File: src/rtl/control_unit_if.sv
// Control-unit <-> data-path bundle: IR/flag inputs to the sequencer, strobes and selects back out.
interface control_unit_if;
  logic [7:0] IR_Value;
  logic       ac_zero;
  logic       IR_Load;
  logic       DR_Load;
  logic       PC_Load;
  logic       AR_Load;
  logic       AC_Load;
  logic       DR_Inc;
  logic       AC_Inc;
  logic       PC_Inc;
  logic [1:0] bus_sel;
  logic [2:0] alu_sel;
  logic       mem_we;
  logic       halted;
  logic       illegal_op;
  logic [3:0] state_o;

  modport master (
    input  IR_Value, ac_zero,
    output IR_Load, DR_Load, PC_Load, AR_Load, AC_Load,
           DR_Inc, AC_Inc, PC_Inc, bus_sel, alu_sel,
           mem_we, halted, illegal_op, state_o
  );

  modport slave (
    output IR_Value, ac_zero,
    input  IR_Load, DR_Load, PC_Load, AR_Load, AC_Load,
           DR_Inc, AC_Inc, PC_Inc, bus_sel, alu_sel,
           mem_we, halted, illegal_op, state_o
  );
endinterface

File: src/rtl/control_unit.sv
// Fetch/decode/execute sequencer for the 8-bit accumulator CPU; Moore outputs, registered.
// Optional feature macro CU_JMPZ_EN: enables JMPZ (opcode 0x5) and the JZSKIP state.
module control_unit #(
  parameter logic [3:0] HALT_OPC = 4'hF
) (
  input logic            clk,
  input logic            rst,
  control_unit_if.master cu
);
  localparam int unsigned STATE_W   = 4;
  localparam int unsigned BUS_SEL_W = 2;
  localparam int unsigned ALU_SEL_W = 3;
  localparam int unsigned OPC_W     = 4;

  localparam logic [BUS_SEL_W-1:0] BUS_DR  = BUS_SEL_W'(0);
  localparam logic [BUS_SEL_W-1:0] BUS_AC  = BUS_SEL_W'(1);
  localparam logic [BUS_SEL_W-1:0] BUS_MEM = BUS_SEL_W'(2);
  localparam logic [BUS_SEL_W-1:0] BUS_PC  = BUS_SEL_W'(3);

  localparam logic [OPC_W-1:0] OPC_NOP  = OPC_W'(4'h0);
  localparam logic [OPC_W-1:0] OPC_ADD  = OPC_W'(4'h1);
  localparam logic [OPC_W-1:0] OPC_STAC = OPC_W'(4'h2);
  localparam logic [OPC_W-1:0] OPC_INAC = OPC_W'(4'h3);
  localparam logic [OPC_W-1:0] OPC_JUMP = OPC_W'(4'h4);
`ifdef CU_JMPZ_EN
  localparam logic [OPC_W-1:0] OPC_JMPZ = OPC_W'(4'h5);
`endif

  typedef enum logic [STATE_W-1:0] {
    S_FETCH1 = 4'd0,
    S_FETCH2 = 4'd1,
    S_DECODE = 4'd2,
    S_ADD1   = 4'd3,
    S_ADD2   = 4'd4,
    S_ADD3   = 4'd5,
    S_ADD4   = 4'd6,
    S_ST1    = 4'd7,
    S_ST2    = 4'd8,
    S_ST3    = 4'd9,
    S_INC1   = 4'd10,
    S_JMP1   = 4'd11,
    S_JMP2   = 4'd12,
`ifdef CU_JMPZ_EN
    S_JZSKIP = 4'd13,
`endif
    S_HALT   = 4'd14
  } state_t;

  state_t                 r_state;
  state_t                 w_next_state;
  logic                   r_run;
  logic [OPC_W-1:0]       w_opc;
  logic [3:0]             w_unused_ir_low;
  logic                   w_illegal;

  logic                   w_ir_load, w_dr_load, w_pc_load, w_ar_load, w_ac_load;
  logic                   w_ac_inc, w_pc_inc, w_mem_we, w_halted;
  logic [BUS_SEL_W-1:0]   w_bus_sel;

  logic                   r_ir_load, r_dr_load, r_pc_load, r_ar_load, r_ac_load;
  logic                   r_ac_inc, r_pc_inc, r_mem_we, r_halted, r_illegal_op;
  logic [BUS_SEL_W-1:0]   r_bus_sel;

  assign w_opc           = cu.IR_Value[7:4];
  assign w_unused_ir_low = cu.IR_Value[3:0];

  // Next state, then the output set of that next state so outputs line up with r_state.
  always_comb begin
    w_next_state = r_state;
    w_illegal    = 1'b0;
    w_ir_load    = 1'b0;
    w_dr_load    = 1'b0;
    w_pc_load    = 1'b0;
    w_ar_load    = 1'b0;
    w_ac_load    = 1'b0;
    w_ac_inc     = 1'b0;
    w_pc_inc     = 1'b0;
    w_mem_we     = 1'b0;
    w_halted     = 1'b0;
    w_bus_sel    = BUS_DR;

    if (!r_run) begin
      w_next_state = S_FETCH1;
    end else begin
      case (r_state)
        S_FETCH1: w_next_state = S_FETCH2;
        S_FETCH2: w_next_state = S_DECODE;
        S_DECODE: begin
          if (w_opc == HALT_OPC) begin
            w_next_state = S_HALT;
          end else begin
            case (w_opc)
              OPC_NOP:  w_next_state = S_FETCH1;
              OPC_ADD:  w_next_state = S_ADD1;
              OPC_STAC: w_next_state = S_ST1;
              OPC_INAC: w_next_state = S_INC1;
              OPC_JUMP: w_next_state = S_JMP1;
`ifdef CU_JMPZ_EN
              OPC_JMPZ: w_next_state = cu.ac_zero ? S_JMP1 : S_JZSKIP;
`endif
              default: begin
                w_next_state = S_FETCH1;
                w_illegal    = 1'b1;
              end
            endcase
          end
        end
        S_ADD1:   w_next_state = S_ADD2;
        S_ADD2:   w_next_state = S_ADD3;
        S_ADD3:   w_next_state = S_ADD4;
        S_ST1:    w_next_state = S_ST2;
        S_ST2:    w_next_state = S_ST3;
        S_JMP1:   w_next_state = S_JMP2;
        S_HALT:   w_next_state = S_HALT;
        default:  w_next_state = S_FETCH1;
      endcase
    end

    case (w_next_state)
      S_FETCH1, S_ADD1, S_ST1, S_JMP1: begin
        w_bus_sel = BUS_PC;
        w_ar_load = 1'b1;
      end
      S_FETCH2: begin
        w_bus_sel = BUS_MEM;
        w_ir_load = 1'b1;
        w_pc_inc  = 1'b1;
      end
      S_ADD2, S_ST2: begin
        w_bus_sel = BUS_MEM;
        w_ar_load = 1'b1;
        w_pc_inc  = 1'b1;
      end
      S_ADD3: begin
        w_bus_sel = BUS_MEM;
        w_dr_load = 1'b1;
      end
      S_ADD4:   w_ac_load = 1'b1;
      S_ST3: begin
        w_bus_sel = BUS_AC;
        w_mem_we  = 1'b1;
      end
      S_INC1:   w_ac_inc = 1'b1;
      S_JMP2: begin
        w_bus_sel = BUS_MEM;
        w_pc_load = 1'b1;
      end
`ifdef CU_JMPZ_EN
      S_JZSKIP: w_pc_inc = 1'b1;
`endif
      S_HALT:   w_halted = 1'b1;
      default:  ;
    endcase
  end

  // r_run holds the sequencer in FETCH1 for the first edge after reset so its strobes appear.
  always_ff @(posedge clk or negedge rst) begin
    if (!rst) begin
      r_state      <= S_FETCH1;
      r_run        <= 1'b0;
      r_ir_load    <= 1'b0;
      r_dr_load    <= 1'b0;
      r_pc_load    <= 1'b0;
      r_ar_load    <= 1'b0;
      r_ac_load    <= 1'b0;
      r_ac_inc     <= 1'b0;
      r_pc_inc     <= 1'b0;
      r_mem_we     <= 1'b0;
      r_halted     <= 1'b0;
      r_illegal_op <= 1'b0;
      r_bus_sel    <= BUS_DR;
    end else begin
      r_state      <= w_next_state;
      r_run        <= 1'b1;
      r_ir_load    <= w_ir_load;
      r_dr_load    <= w_dr_load;
      r_pc_load    <= w_pc_load;
      r_ar_load    <= w_ar_load;
      r_ac_load    <= w_ac_load;
      r_ac_inc     <= w_ac_inc;
      r_pc_inc     <= w_pc_inc;
      r_mem_we     <= w_mem_we;
      r_halted     <= w_halted;
      r_illegal_op <= w_illegal;
      r_bus_sel    <= w_bus_sel;
    end
  end

  assign cu.IR_Load    = r_ir_load;
  assign cu.DR_Load    = r_dr_load;
  assign cu.PC_Load    = r_pc_load;
  assign cu.AR_Load    = r_ar_load;
  assign cu.AC_Load    = r_ac_load;
  assign cu.DR_Inc     = 1'b0;
  assign cu.AC_Inc     = r_ac_inc;
  assign cu.PC_Inc     = r_pc_inc;
  assign cu.bus_sel    = r_bus_sel;
  assign cu.alu_sel    = ALU_SEL_W'(0);
  assign cu.mem_we     = r_mem_we;
  assign cu.halted     = r_halted;
  assign cu.illegal_op = r_illegal_op;
  assign cu.state_o    = r_state;
endmodule

File: src/flat_wrapper.sv
// flat-port wrapper written by rule: the top's interface ports become plain ports
module control_unit_flat 
#(
  parameter logic [3:0] HALT_OPC = 4'hF
)
  (clk, rst, cu_IR_Value, cu_ac_zero, cu_IR_Load, cu_DR_Load, cu_PC_Load, cu_AR_Load, cu_AC_Load, cu_DR_Inc, cu_AC_Inc, cu_PC_Inc, cu_bus_sel, cu_alu_sel, cu_mem_we, cu_halted, cu_illegal_op, cu_state_o);
  control_unit_if cu_i ();
  input logic clk;
  input logic rst;
  input wire logic [$bits(cu_i.IR_Value)-1:0] cu_IR_Value;
  input wire logic [$bits(cu_i.ac_zero)-1:0] cu_ac_zero;
  output wire logic [$bits(cu_i.IR_Load)-1:0] cu_IR_Load;
  output wire logic [$bits(cu_i.DR_Load)-1:0] cu_DR_Load;
  output wire logic [$bits(cu_i.PC_Load)-1:0] cu_PC_Load;
  output wire logic [$bits(cu_i.AR_Load)-1:0] cu_AR_Load;
  output wire logic [$bits(cu_i.AC_Load)-1:0] cu_AC_Load;
  output wire logic [$bits(cu_i.DR_Inc)-1:0] cu_DR_Inc;
  output wire logic [$bits(cu_i.AC_Inc)-1:0] cu_AC_Inc;
  output wire logic [$bits(cu_i.PC_Inc)-1:0] cu_PC_Inc;
  output wire logic [$bits(cu_i.bus_sel)-1:0] cu_bus_sel;
  output wire logic [$bits(cu_i.alu_sel)-1:0] cu_alu_sel;
  output wire logic [$bits(cu_i.mem_we)-1:0] cu_mem_we;
  output wire logic [$bits(cu_i.halted)-1:0] cu_halted;
  output wire logic [$bits(cu_i.illegal_op)-1:0] cu_illegal_op;
  output wire logic [$bits(cu_i.state_o)-1:0] cu_state_o;
  assign cu_i.IR_Value = cu_IR_Value;
  assign cu_i.ac_zero = cu_ac_zero;
  assign cu_IR_Load = cu_i.IR_Load;
  assign cu_DR_Load = cu_i.DR_Load;
  assign cu_PC_Load = cu_i.PC_Load;
  assign cu_AR_Load = cu_i.AR_Load;
  assign cu_AC_Load = cu_i.AC_Load;
  assign cu_DR_Inc = cu_i.DR_Inc;
  assign cu_AC_Inc = cu_i.AC_Inc;
  assign cu_PC_Inc = cu_i.PC_Inc;
  assign cu_bus_sel = cu_i.bus_sel;
  assign cu_alu_sel = cu_i.alu_sel;
  assign cu_mem_we = cu_i.mem_we;
  assign cu_halted = cu_i.halted;
  assign cu_illegal_op = cu_i.illegal_op;
  assign cu_state_o = cu_i.state_o;
  control_unit #(.HALT_OPC(HALT_OPC)) u_core (.clk(clk), .rst(rst), .cu(cu_i));
endmodule
File: config.mk
export PLATFORM = sky130hd
export DESIGN_NAME = control_unit_flat
export DESIGN_NICKNAME = d
export VERILOG_FILES = /design/src/rtl/control_unit_if.sv /design/src/rtl/control_unit.sv /design/src/flat_wrapper.sv
export SDC_FILE = /design/constraint.sdc
export NUM_CORES = 1
export LEC_CHECK = 0
export ABC_CLOCK_PERIOD_IN_PS = 4300
export BUFFER_PORTS_ARGS = -buffer_cell sky130_fd_sc_hd__buf_2
export CORE_MARGIN = 1
export CORE_UTILIZATION = 53
export CTS_CLUSTER_DIAMETER = 200
export CTS_CLUSTER_SIZE = 24
export DETAILED_ROUTE_END_ITERATION = 8
export GPL_TIMING_DRIVEN = 0
export PLACE_DENSITY = 0.82
export SLEW_MARGIN = 20
export SYNTH_ARGS = -nofsm -noshare
export SYNTH_HDL_FRONTEND = slang
export SYNTH_SLANG_ARGS = --single-unit
File: constraint.sdc
create_clock -name clk -period 4.3 [get_ports clk]
set_clock_uncertainty 0.2 [all_clocks]
set_input_delay 0.43 -clock clk [delete_from_list [all_inputs] [get_ports clk]]
set_output_delay 0.43 -clock clk [all_outputs]
set_load 0.01 [all_outputs]
After elaboration in Yosys (flattened, before gate mapping). Index checks and enable logic that the tools add are counted.

Register bits: 17. Output and inout bits: 20.

Eq/ne operators: 26. Multiplexer cells: 18. Reduce and logical (&&, ||, !) cells: 8.

Operators with widths (count): $eq 4x4->1 const B (10); $pmux 4 s10 (1); $eq 4x3->1 const B (8); $eq 4x2->1 const B (5); $pmux 4 s4 (1); $mux 1 (13); $eq 4x1->1 const B (3); $logic_not 4->1 (3); $reduce_or 5->1 (2); $mux 4 (2); $pmux 2 s3 (1); $reduce_or 6->1 (1); $reduce_or 4->1 (1); $reduce_or 3->1 (1).

Logic depth before layout (Yosys ltp). Gate-level depths: netlist of the first run.

Depth after elaboration: 8. Depth in mapped cells: 7.

Least setup slack after synthesis of the first run. OpenSTA, ideal clock, no wires.

Path kind: reg-to-reg. Start: reg u_core.r_state[0] (netlist: u_core.cu.state_o[0]). End: reg u_core.r_bus_sel[1] (netlist: u_core.cu.bus_sel[1]). Data arrival time: 1.799 ns. Path slack: 2.184 ns. Cell stages (with the launch flop): 7. Path buffers: 0. Cells stage by stage: dfrtp_1 > or4b_1 > o211a_1 > a21boi_1 > or3b_4 > nor2_2 > nor2b_1.

Word-level cells in the longest chain between the ends: 6.

RTL lines: start: declaration (RTL line control_unit.sv:49) `state_t r_state;`; start signal: assignment (RTL line control_unit.sv:173) `r_state <= w_next_state;`; $eq 4x4->1, or another cell as far along (RTL line control_unit.sv:85) `case (r_state)`; $pmux 4 s10 * (RTL line control_unit.sv:85); $mux 4 * (RTL line control_unit.sv:82) `if (!r_run) begin`; $eq 4x1->1, or another cell as far along (RTL line control_unit.sv:119) `case (w_next_state)`; $reduce_or 5->1 (no line) or $reduce_or 4->1 (tied branches); $pmux 2 s3 * (RTL line control_unit.sv:119); named net u_core.w_bus_sel[1] (RTL line control_unit.sv:58) `logic [BUS_SEL_W-1:0] w_bus_sel;`; end signal: assignment (RTL line control_unit.sv:185) `r_bus_sel <= w_bus_sel;`; end: declaration (RTL line control_unit.sv:62) `logic [BUS_SEL_W-1:0] r_bus_sel;`.

The timed path passes the listed nets; every way through them passes the cells marked *.

Worst setup path in the final report of the first run.
Start: reg u_core.r_state[3] (netlist: u_core.cu.state_o[3]). End: reg u_core.r_bus_sel[0] (netlist: u_core.cu.bus_sel[0]).

Word-level cells in the longest chain between the ends: 6.

RTL lines: $eq 4x4->1, or another cell as far along (RTL line control_unit.sv:85); $pmux 4 s10 * (RTL line control_unit.sv:85); $mux 4 * (RTL line control_unit.sv:82); named net u_core.w_next_state[0] (RTL line control_unit.sv:50) `state_t w_next_state;`; $eq 4x1->1, or another cell as far along (RTL line control_unit.sv:119); $reduce_or 5->1 (no line) or $reduce_or 4->1 (tied branches); $pmux 2 s3 * (RTL line control_unit.sv:119); named net u_core.w_bus_sel[0] (RTL line control_unit.sv:58).

Marks and branches as above.

==> impl_metrics.py, run 1 <==
metrics = {
    "power": {
        "cellPowerDensity_mw_per_mm2": 324,
        "seq_power_share_pct": 47.8,
        "p_leak_nw": 0.557,
        "p_comb_share_pct": 30.7,
        "sw_frac_of_total_pct": 31.6,
        "switching_power_w": 0.000120,
        "irDropWorstVdd_mv": 0.230,
        "p_int_w": 0.000259,
        "clkPwrFrac_pct": 21.5,
    },
    "sta": {
        "fmax_mhz": 435,
        "tns_ps": 0,
        "fin_crit_ps": 2300,
        "slew_viol_final": 0,
        "worst_slack_ps": 2000,
        "post-route-period-util_pct": 53.4,
        "rsz0062_at_grt": "no",
        "setup_viol": 0,
        "hold_viol": 0,
    },
    "drt": {
        "drc": 0,
        "vias": 801,
        "drtIter0Drc": 11,
        "post_drt_wl_per_cell_um": 11.6,
        "viasPerCell": 5.20,
        "drtPass1Iterations": 4,
        "postRouteAntennaNets": 0,
        "wl_um": 1790,
    },
    "synth": {
        "ys_warn_count": 0,
        "synth_cell_type_count": 39,
        "synth_seq_cells": 17,
        "ys.flop_type": "dfrtp_1",
        "avgSynthCellArea_um2": 9.81,
        "synth_top_area_cell": "dfrtp_1",
        "syn_area_um2": 991,
        "synthArstFlopShare_pct": 100,
        "netlist.area_leader.share_pct": 42.9,
        "synth.area.top_cells": "dfrtp_1 (43%), buf_4 (3.8%), nor2_1 (3.8%)",
        "ys_seq_area_share_pct": 42.9,
        "synthTopCellsByCount": "dfrtp_1 (17), nor2_1 (10)",
        "syn_inst": 101,
        "synth_enable_flop_cells": 0,
        "yosysMostFrequentCell": "dfrtp_1",
    },
    "place": {
        "placedCellCount": 149,
        "port_buffers": 20,
        "placed_area_mm2": 0.00113,
        "dp_slack_ps": 2000,
        "place.gp.congestion": 0.818,
        "hpwl_um": 1390,
    },
    "clock_network": {
        "cts-buffers-inserted": 3,
        "cts_buffer_depth": 2,
        "clock-sinks": 17,
        "htreeDepth": 1,
        "clk_root_buffer_cell": "clkbuf_4",
        "clock_latency_ps": 280,
        "cts_tree": "done",
        "clk_pin_slew_worst_paths_ps": 90,
    },
    "grt": {
        "grt_max_degree": 18,
        "gr-total-overflow": 0,
        "grtUsageTotal_pct": 19.8,
        "antenna_found_initial": 0,
        "grt_pass1_wl_um": 2890,
        "grt_pass1_vias": 672,
    },
    "hold_path": {
        "hold_path_depth": 3,
        "min_path_type": "primary input to register",
    },
    "setup_path": {
        "reg2reg_depth": 6,
        "rrSetupSlack_ps": 2000,
        "cp_max_fo": 10,
        "crit_end": "u_core.cu.bus_sel[0]$_DFF_PN0_",
        "arrival_ps": 2280,
        "crit_chain": "buf_6 > nor4b_4 > o2111ai_1 > a221oi_4 > o21ai_2 > o22a_1",
        "critPathSlowestCell": "dfrtp_1",
        "reg2reg_from": "u_core.cu.state_o[3]$_DFF_PN0_",
        "start_kind": "register",
        "crit_type": "register to register",
        "critical_path_required_ps": 4280,
        "setup.worst_path.start": "u_core.cu.state_o[3]$_DFF_PN0_",
        "critPathCaptureType": "register",
        "r2r_end": "u_core.cu.bus_sel[0]$_DFF_PN0_",
        "slowest_delay_ps": 410,
    },
    "finish": {
        "instances_no_fill": 154,
        "drive_above_1_share_pct": 31.8,
        "design_area_mm2": 0.00117,
        "layout-area-overhead-vs-synth_pct": 18.1,
        "multi_input_area_um2": 505,
        "seq_area_um2": 425,
        "final_core_util_pct": 67.0,
        "fin_nets": 141,
        "diodes": 0,
        "fillers": 132,
    },
    "floorplanning": {
        "die_h_um": 45.2,
        "fp-row-count": 15,
        "start_util_pct": 56.8,
        "dieWidth_um": 45.2,
        "core_mm2": 0.00175,
        "die_area_mm2": 0.00205,
        "io_pins": 31,
    },
    "outcome": {
        "status": "complete, no violations",
    },
    "job": {
        "cap_violations": 0,
    },
}
==> placed cells by master, fill, tap and decap left out, types with 2 or more instances in the layout <==
cell,count
nor2_2,2
nand3_1,2
o21a_1,2
dfrtp_1,17
or3b_2,2
a21oi_1,5
buf_4,5
nand3b_1,2
buf_2,23
nand4_1,2
o21ai_1,3
clkbuf_4,3
a211o_1,2
and3_1,2
a21boi_1,2
or3_1,2
o21ai_0,5
xor2_1,3
nor2_1,10
inv_1,2
conb_1,5
nand2_1,5
nand2b_1,4
==> metrics by stage <==
stage | hold WS, ps | power (W)
2_1_floorplan | -65.6 | 0.000266
3_3_place_gp | 151 | 0.000297
3_5_place_dp | 164 | 0.000299
4_1_cts | 252 | 0.000382
5_1_grt | 269 | 0.000402
6_report | 257 | 0.000379
==> how the worst min path moves through the flow <==
stage	startpoint	endpoint	slack, ps
6_report	cu_IR_Value[7]	u_core.cu.illegal_op$_DFF_PN0_	260
5_1_grt	cu_IR_Value[7]	u_core.cu.illegal_op$_DFF_PN0_	270
4_1_cts	cu_IR_Value[7]	u_core.cu.illegal_op$_DFF_PN0_	250
3_5_place_dp	rst	u_core.cu.AC_Inc$_DFF_PN0_	160
3_3_place_gp	rst	u_core.cu.AC_Inc$_DFF_PN0_	150
2_1_floorplan	rst	u_core.cu.AC_Inc$_DFF_PN0_	-70
==> per-layer routing <==
metal	global-route usage [%]	wire length, um
met5	0	0
met1	28.0	871
met4	9.09	34
met2	31.3	840
met3	1.20	43
==> critical path, delay by kind of cell (launching register included) <==
kind | cells | cell delay, ps
compound gates | 4 | 1020
flops | 1 | 410
simple gates | 1 | 390
buf+inv | 1 | 160
==> cell type report <==
| type | instances | area share (%) |
|---|---|---|
| buffer | 9 | 5.45 |
| tap | 25 | 2.67 |
| timing repair buffer | 21 | 9.41 |
| multi-input combinational | 76 | 43.2 |
| inverter | 2 | 0.642 |
| sequential | 17 | 36.4 |
| clock buffer | 4 | 2.25 |
==> registers in the layout, summed over array words and instances (netlist names) <==
name                  cells
u_core.r_run              1
u_core.cu.PC_Load         1
u_core.cu.AC_Inc          1
u_core.cu.state_o         4
u_core.cu.DR_Load         1
u_core.cu.halted          1
u_core.cu.IR_Load         1
u_core.cu.illegal_op      1
u_core.cu.AR_Load         1
u_core.cu.bus_sel         2
u_core.cu.PC_Inc          1
u_core.cu.mem_we          1
u_core.cu.AC_Load         1
==> cells by family after synthesis <==
family | synth area share [%]
AO/OA/AOI/OAI | 20.1
buffers and inverters | 7.20
other | 0.758
XOR/XNOR | 3.54
flip-flops | 42.9
AND/OR/NAND/NOR | 25.5
==> timing repair <==
action	CTS	global route
hold buffers	1	0
gates resized for setup	0	0
buffers inserted	0	0
hold endpoints to repair	17	0
==> power groups by stage <==
stage,registers (W),clock network (W),logic (W)
after floorplan,0.000192,0,0.0000747
final,0.000181,0.0000816,0.000116
after global placement,0.000184,0,0.000113
after global routing,0.000183,0.0000909,0.000129
after CTS,0.000182,0.0000838,0.000117
after detailed placement,0.000184,0,0.000115
Note: power is estimated with default switching activity, not from simulation.
==> inputs of run 2 (changes only) <==
ABC_CLOCK_PERIOD_IN_PS = 2300   (was 4300)
CORE_UTILIZATION = 49   (was 53)
PLACE_DENSITY = 0.77   (was 0.82)
clock period = 2.3 ns   (was 4.3 ns; I/O delays follow)
==> run 2 against run 1 <==
  * Combinational power up 98%
  * Non-clock buffer count up 3
  * Setup slack worse by 1900 ps
  * Maximum frequency up 4.1%
  * Die area up 7.8%
  * Via count up 3.1%
  * Largest cell class unchanged
  * Highest routed layer unchanged
==> impl_metrics.py, run 2 (same netlist as run 1, synthesis figures left out) <==
metrics = {
    "setup_path": {
        "crit_chain": "buf_6 > nor4b_4 > o2111ai_1 > a221oi_4 > o21ai_2 > o22a_1",
        "setup.worst_path.start": "u_core.cu.state_o[3]$_DFF_PN0_",
        "reg2reg_from": "u_core.cu.state_o[3]$_DFF_PN0_",
        "r2r_end": "u_core.cu.bus_sel[0]$_DFF_PN0_",
        "crit_type": "register to register",
        "reg2reg_depth": 6,
        "rrSetupSlack_ps": 90,
        "start_kind": "register",
        "critPathSlowestCell": "dfrtp_1",
        "crit_end": "u_core.cu.bus_sel[0]$_DFF_PN0_",
        "slowest_delay_ps": 410,
        "arrival_ps": 2190,
        "critPathCaptureType": "register",
        "critical_path_required_ps": 2290,
        "cp_max_fo": 10,
    },
    "power": {
        "irDropWorstVdd_mv": 0.400,
        "cellPowerDensity_mw_per_mm2": 612,
        "power_w": 0.000731,
        "p_leak_nw": 0.575,
    },
    "hold_path": {
        "min_path_type": "primary input to register",
        "min_from": "cu_IR_Value[7]",
    },
    "drt": {
        "postRouteAntennaNets": 0,
        "post_drt_wl_per_cell_um": 12.7,
        "drtPass1Iterations": 4,
        "vias": 826,
        "drc": 0,
        "drtIter0Drc": 18,
        "wl_um": 2000,
        "viasPerCell": 5.26,
    },
    "floorplanning": {
        "die_area_mm2": 0.00221,
        "core_mm2": 0.00180,
        "dieWidth_um": 47.0,
        "start_util_pct": 55.0,
        "io_pins": 31,
        "fp-row-count": 15,
        "die_h_um": 47.0,
    },
    "grt": {
        "grt_max_degree": 18,
        "grt_pass1_vias": 682,
        "grt_pass1_wl_um": 2980,
        "antenna_found_initial": 0,
        "grtUsageTotal_pct": 20.0,
        "gr-total-overflow": 0,
    },
    "clock_network": {
        "htreeDepth": 1,
        "cts_tree": "done",
        "clk_pin_slew_worst_paths_ps": 100,
        "clock_latency_ps": 300,
        "cts-buffers-inserted": 3,
        "clk_root_buffer_cell": "clkbuf_4",
        "cts_buffer_depth": 2,
        "clock-sinks": 17,
    },
    "finish": {
        "fillers": 161,
        "instances_no_fill": 157,
        "multi_input_area_um2": 507,
        "diodes": 0,
        "final_common_cell": "buf_2",
        "seq_area_um2": 425,
        "final_cell_mix": "buf_2 (23), dfrtp_1 (17), nor2_1 (10)",
        "largest_register_ffs": 4,
        "fin_nets": 144,
        "final_core_util_pct": 66.3,
        "drive_above_1_share_pct": 34.8,
        "layout-area-overhead-vs-synth_pct": 20.6,
    },
    "sta": {
        "fin_hold_ws_ps": 52.4,
        "fmax_mhz": 453,
        "slew_viol_final": 0,
        "fin_crit_ps": 2210,
        "post-route-period-util_pct": 95.9,
        "setup_viol": 0,
        "hold_viol": 0,
    },
    "place": {
        "placedCellCount": 149,
        "place.gp.congestion": 0.847,
        "port_buffers": 20,
        "hpwl_um": 1430,
    },
    "job": {
        "cap_violations": 0,
    },
    "outcome": {
        "status": "complete, no violations",
    },
}
-- run 2: cell types whose count changed in the layout (fill, tap and decap cells not counted) --
cell,change
clkinv_2,+1
a21o_1,-1
buf_4,+3
clkbuf_1,-1
a21o_2,+1
-- run 2: worst min-delay path by stage --
| stage | to | slack [ps] | depth (start not counted) |
|---|---|---|---|
| finish | u_core.cu.illegal_op$_DFF_PN0_ | 50 | 3 |
| detailed placement | u_core.cu.AC_Load$_DFF_PN0_ | -30 | 1 |
| floorplan | u_core.cu.AC_Inc$_DFF_PN0_ | -270 | 0 |
| CTS | u_core.cu.illegal_op$_DFF_PN0_ | 50 | 3 |
| global placement | u_core.cu.bus_sel[1]$_DFF_PN0_ | -50 | 1 |
| global route | u_core.cu.illegal_op$_DFF_PN0_ | 60 | 3 |
-- run 2: stage by stage --
| stage | TNS [ps] | setup slack (ps) | instance area (um2) |
|---|---|---|---|
| after floorplan | 0 | 184 | 1000 |
| after detailed placement | 0 | 9.65 | 1130 |
| after global placement | 0 | 6.15 | 1130 |
| final | 0 | 94.1 | 1190 |
| after global routing | -16.3 | -16.3 | 1190 |
| after CTS | 0 | 10.3 | 1180 |
-- run 2: area by class of cell --
type	count	area share, %
clock inverters	1	0.419
repair buffers	24	11.1
clock buffers	3	1.88
inverters	2	0.628
multi-input cells	76	42.4
well taps	25	2.62
plain buffers	9	5.34
flip-flops and latches	17	35.6
-- run 2: where the power goes --
part           internal (W)  total [W]  leakage (nW)  switching, W
combinational     0.0000990   0.000230         0.337      0.000130
clock             0.0000648   0.000164        0.0177     0.0000990
sequential         0.000326   0.000338         0.220     0.0000121
-- run 2: layer usage --
| metal | up-vias | track usage, % | part of all wire [%] | routed length (um) |
|---|---|---|---|---|
| li1 | 413 | - | - | - |
| met1 | 388 | 26.0 | 47 | 941 |
| met2 | 22 | 32.8 | 48 | 952 |
| met3 | 3 | 4.62 | 4.3 | 85 |
| met4 | 0 | 6.86 | 0.95 | 19 |
| met5 | - | 0 | 0 | 0 |
-- run 2: worst max-delay path: cells and delay by family (launching register included) --
kind | cells | cell delay [ps]
AND/OR/NAND/NOR | 1 | 340
flip-flops | 1 | 410
buffers and inverters | 1 | 160
AO/OA/AOI/OAI | 4 | 990
-- run 2: repair_timing --
| action | CTS | global route |
|---|---|---|
| hold endpoints to repair | 17 | 0 |
| hold buffers | 1 | 0 |
| setup endpoints to repair | 1 | 5 |
| pin swaps | 1 | 1 |
| buffers inserted | 1 | 2 |
| gates resized for setup | 0 | 1 |
==> inputs of run 3 (changes only) <==
CORE_MARGIN = 5   (was 1)
GPL_TIMING_DRIVEN = unset   (was 0)
==> run 3 against run 2 <==
  * Non-clock buffer count shrank 1
  * Clock power down 6%
  * First-iteration DRC count is 28% lower
  * Setup slack better by 1.1 ps
  * Hold slack gained 43 ps
  * Routed wire length grew 1.2%
  * Final cell count rose by 0.64%
  * Largest power group unchanged
  * Global-route usage decreased by 4.1 points
  * Critical endpoint unchanged
  * Flip-flop and latch count is the same
  * Critical path type unchanged
  * Total power is 0.19% lower
  * Via count is 1.3% higher
==> impl_metrics.py, run 3 (same netlist as run 1, synthesis figures left out) <==
metrics = {
    "setup_path": {
        "critPathCaptureType": "register",
        "rrSetupSlack_ps": 100,
        "setup.worst_path.start": "u_core.cu.state_o[0]$_DFF_PN0_",
        "critical_path_required_ps": 2280,
        "crit_end": "u_core.cu.bus_sel[0]$_DFF_PN0_",
        "start_kind": "register",
        "reg2reg_depth": 6,
        "cp_max_fo": 5,
        "r2r_end": "u_core.cu.bus_sel[0]$_DFF_PN0_",
        "reg2reg_from": "u_core.cu.state_o[0]$_DFF_PN0_",
        "crit_type": "register to register",
        "arrival_ps": 2190,
    },
    "grt": {
        "grtUsageTotal_pct": 15.8,
        "grt_pass1_vias": 824,
        "gr-total-overflow": 0,
        "grt_max_degree": 18,
        "antenna_found_initial": 0,
        "grt_pass1_wl_um": 3440,
    },
    "drt": {
        "postRouteAntennaNets": 0,
        "top_layer": "met4",
        "wl_met3_um": 71,
        "wl_um": 2020,
        "drtPass1Iterations": 4,
        "met2WireLength_um": 991,
        "vias": 837,
        "drtIter0Drc": 13,
        "met1Wirelength_um": 884,
        "viasPerCell": 5.30,
        "post_drt_wl_per_cell_um": 12.8,
        "drc": 0,
    },
    "clock_network": {
        "cts-buffers-inserted": 3,
        "clock-sinks": 17,
        "clk_pin_slew_worst_paths_ps": 90,
        "clock_latency_ps": 290,
        "cts_buffer_depth": 2,
        "cts_tree": "done",
        "htreeDepth": 1,
        "clk_root_buffer_cell": "clkbuf_4",
    },
    "hold_path": {
        "min_path_type": "primary input to register",
    },
    "sta": {
        "hold_viol": 0,
        "slew_viol_final": 0,
        "worst_slack_ps": 95.2,
        "rsz0062_at_grt": "yes",
        "post-route-period-util_pct": 95.9,
        "setup_viol": 0,
        "fmax_mhz": 454,
        "tns_ps": 0,
        "fin_crit_ps": 2200,
    },
    "place": {
        "placedCellCount": 152,
        "dp_slack_ps": 87.7,
        "port_buffers": 21,
        "place.gp.congestion": 0.812,
        "hpwl_um": 1570,
    },
    "power": {
        "seq_power_share_pct": 46.3,
        "p_int_w": 0.000498,
        "irDropWorstVdd_mv": 0.495,
        "clkPwrFrac_pct": 21.1,
        "sw_frac_of_total_pct": 31.7,
        "p_leak_nw": 0.565,
        "p_comb_share_pct": 32.5,
        "switching_power_w": 0.000232,
        "cellPowerDensity_mw_per_mm2": 610,
        "power_w": 0.000730,
    },
    "job": {
        "cap_violations": 0,
    },
    "finish": {
        "drive_above_1_share_pct": 34.4,
        "seq_area_um2": 427,
        "instances_no_fill": 158,
        "final_common_cell": "buf_2",
        "layout-area-overhead-vs-synth_pct": 20.7,
        "fin_nets": 143,
        "multi_input_area_um2": 512,
        "largest_register_ffs": 4,
        "diodes": 0,
        "final_cell_mix": "buf_2 (21), dfrtp_1 (16), nor2_1 (10), buf_4 (10)",
        "fillers": 176,
    },
    "outcome": {
        "status": "complete, no violations",
    },
    "floorplanning": {
        "io_pins": 31,
        "dieWidth_um": 55.0,
        "core_mm2": 0.00194,
        "die_area_mm2": 0.00302,
        "start_util_pct": 51.0,
        "die_h_um": 55.0,
        "fp-row-count": 16,
    },
}
-- run 3: worst min path at each step --
stage | start | endpoint | slack, ps | cells after the start
floorplan | rst | u_core.cu.AC_Inc$_DFF_PN0_ | -270 | 0
global placement | rst | u_core.cu.bus_sel[1]$_DFF_PN0_ | -50 | 1
detailed placement | rst | u_core.cu.mem_we$_DFF_PN0_ | -40 | 1
CTS | cu_IR_Value[7] | u_core.cu.illegal_op$_DFF_PN0_ | 60 | 3
global route | cu_IR_Value[6] | u_core.cu.illegal_op$_DFF_PN0_ | 100 | 3
finish | cu_IR_Value[6] | u_core.cu.illegal_op$_DFF_PN0_ | 100 | 3
-- run 3: cell type report --
| cell class | count | share of cell area, % |
|---|---|---|
| multi-input cells | 76 | 42.8 |
| clock buffers | 4 | 2.20 |
| repair buffers | 32 | 15.9 |
| flip-flops and latches | 17 | 35.7 |
| well taps | 27 | 2.82 |
| inverters | 2 | 0.628 |
-- run 3: worst max-delay path: stages (launching register included) --
cell and delay (ps):
dfrtp_2 440, buf_4 150, nor4b_4 310, o2111ai_2 210, a221oi_4 390, o21ai_2 170
o22a_1 230
-- run 3: metrics by stage --
stage	area (um2)	utilization, %	hold WS [ps]
detailed placement	1140	59.0	-35.7
CTS	1180	60.8	63.2
floorplan	1000	-	-266
global placement	1140	59.0	-48.0
finish	1200	61.6	95.8
global route	1200	61.6	96.1
-- run 3: power by group through the flow --
stage          Clock [W]  Combinational (W)  Sequential (W)
2_1_floorplan          0           0.000140        0.000358
3_3_place_gp           0           0.000227        0.000343
3_5_place_dp           0           0.000233        0.000343
4_1_cts         0.000157           0.000236        0.000338
5_1_grt         0.000171           0.000262        0.000343
6_report        0.000154           0.000238        0.000338
-- run 3: routing by layer --
metal	global-route usage [%]	vias to the layer above
met4	8.50	0
met5	0	-
met3	2.41	9
met1	20.4	395
met2	25.4	21
li1	-	412
-- run 3: repair_timing --
| item | 4_1_cts | 5_1_grt |
|---|---|---|
| gates resized for setup | 0 | 2 |
| endpoints found under the setup margin | 0 | 4 |
| hold endpoints to repair | 17 | 0 |
| setup buffers | 0 | 1 |
| hold buffers | 1 | 0 |
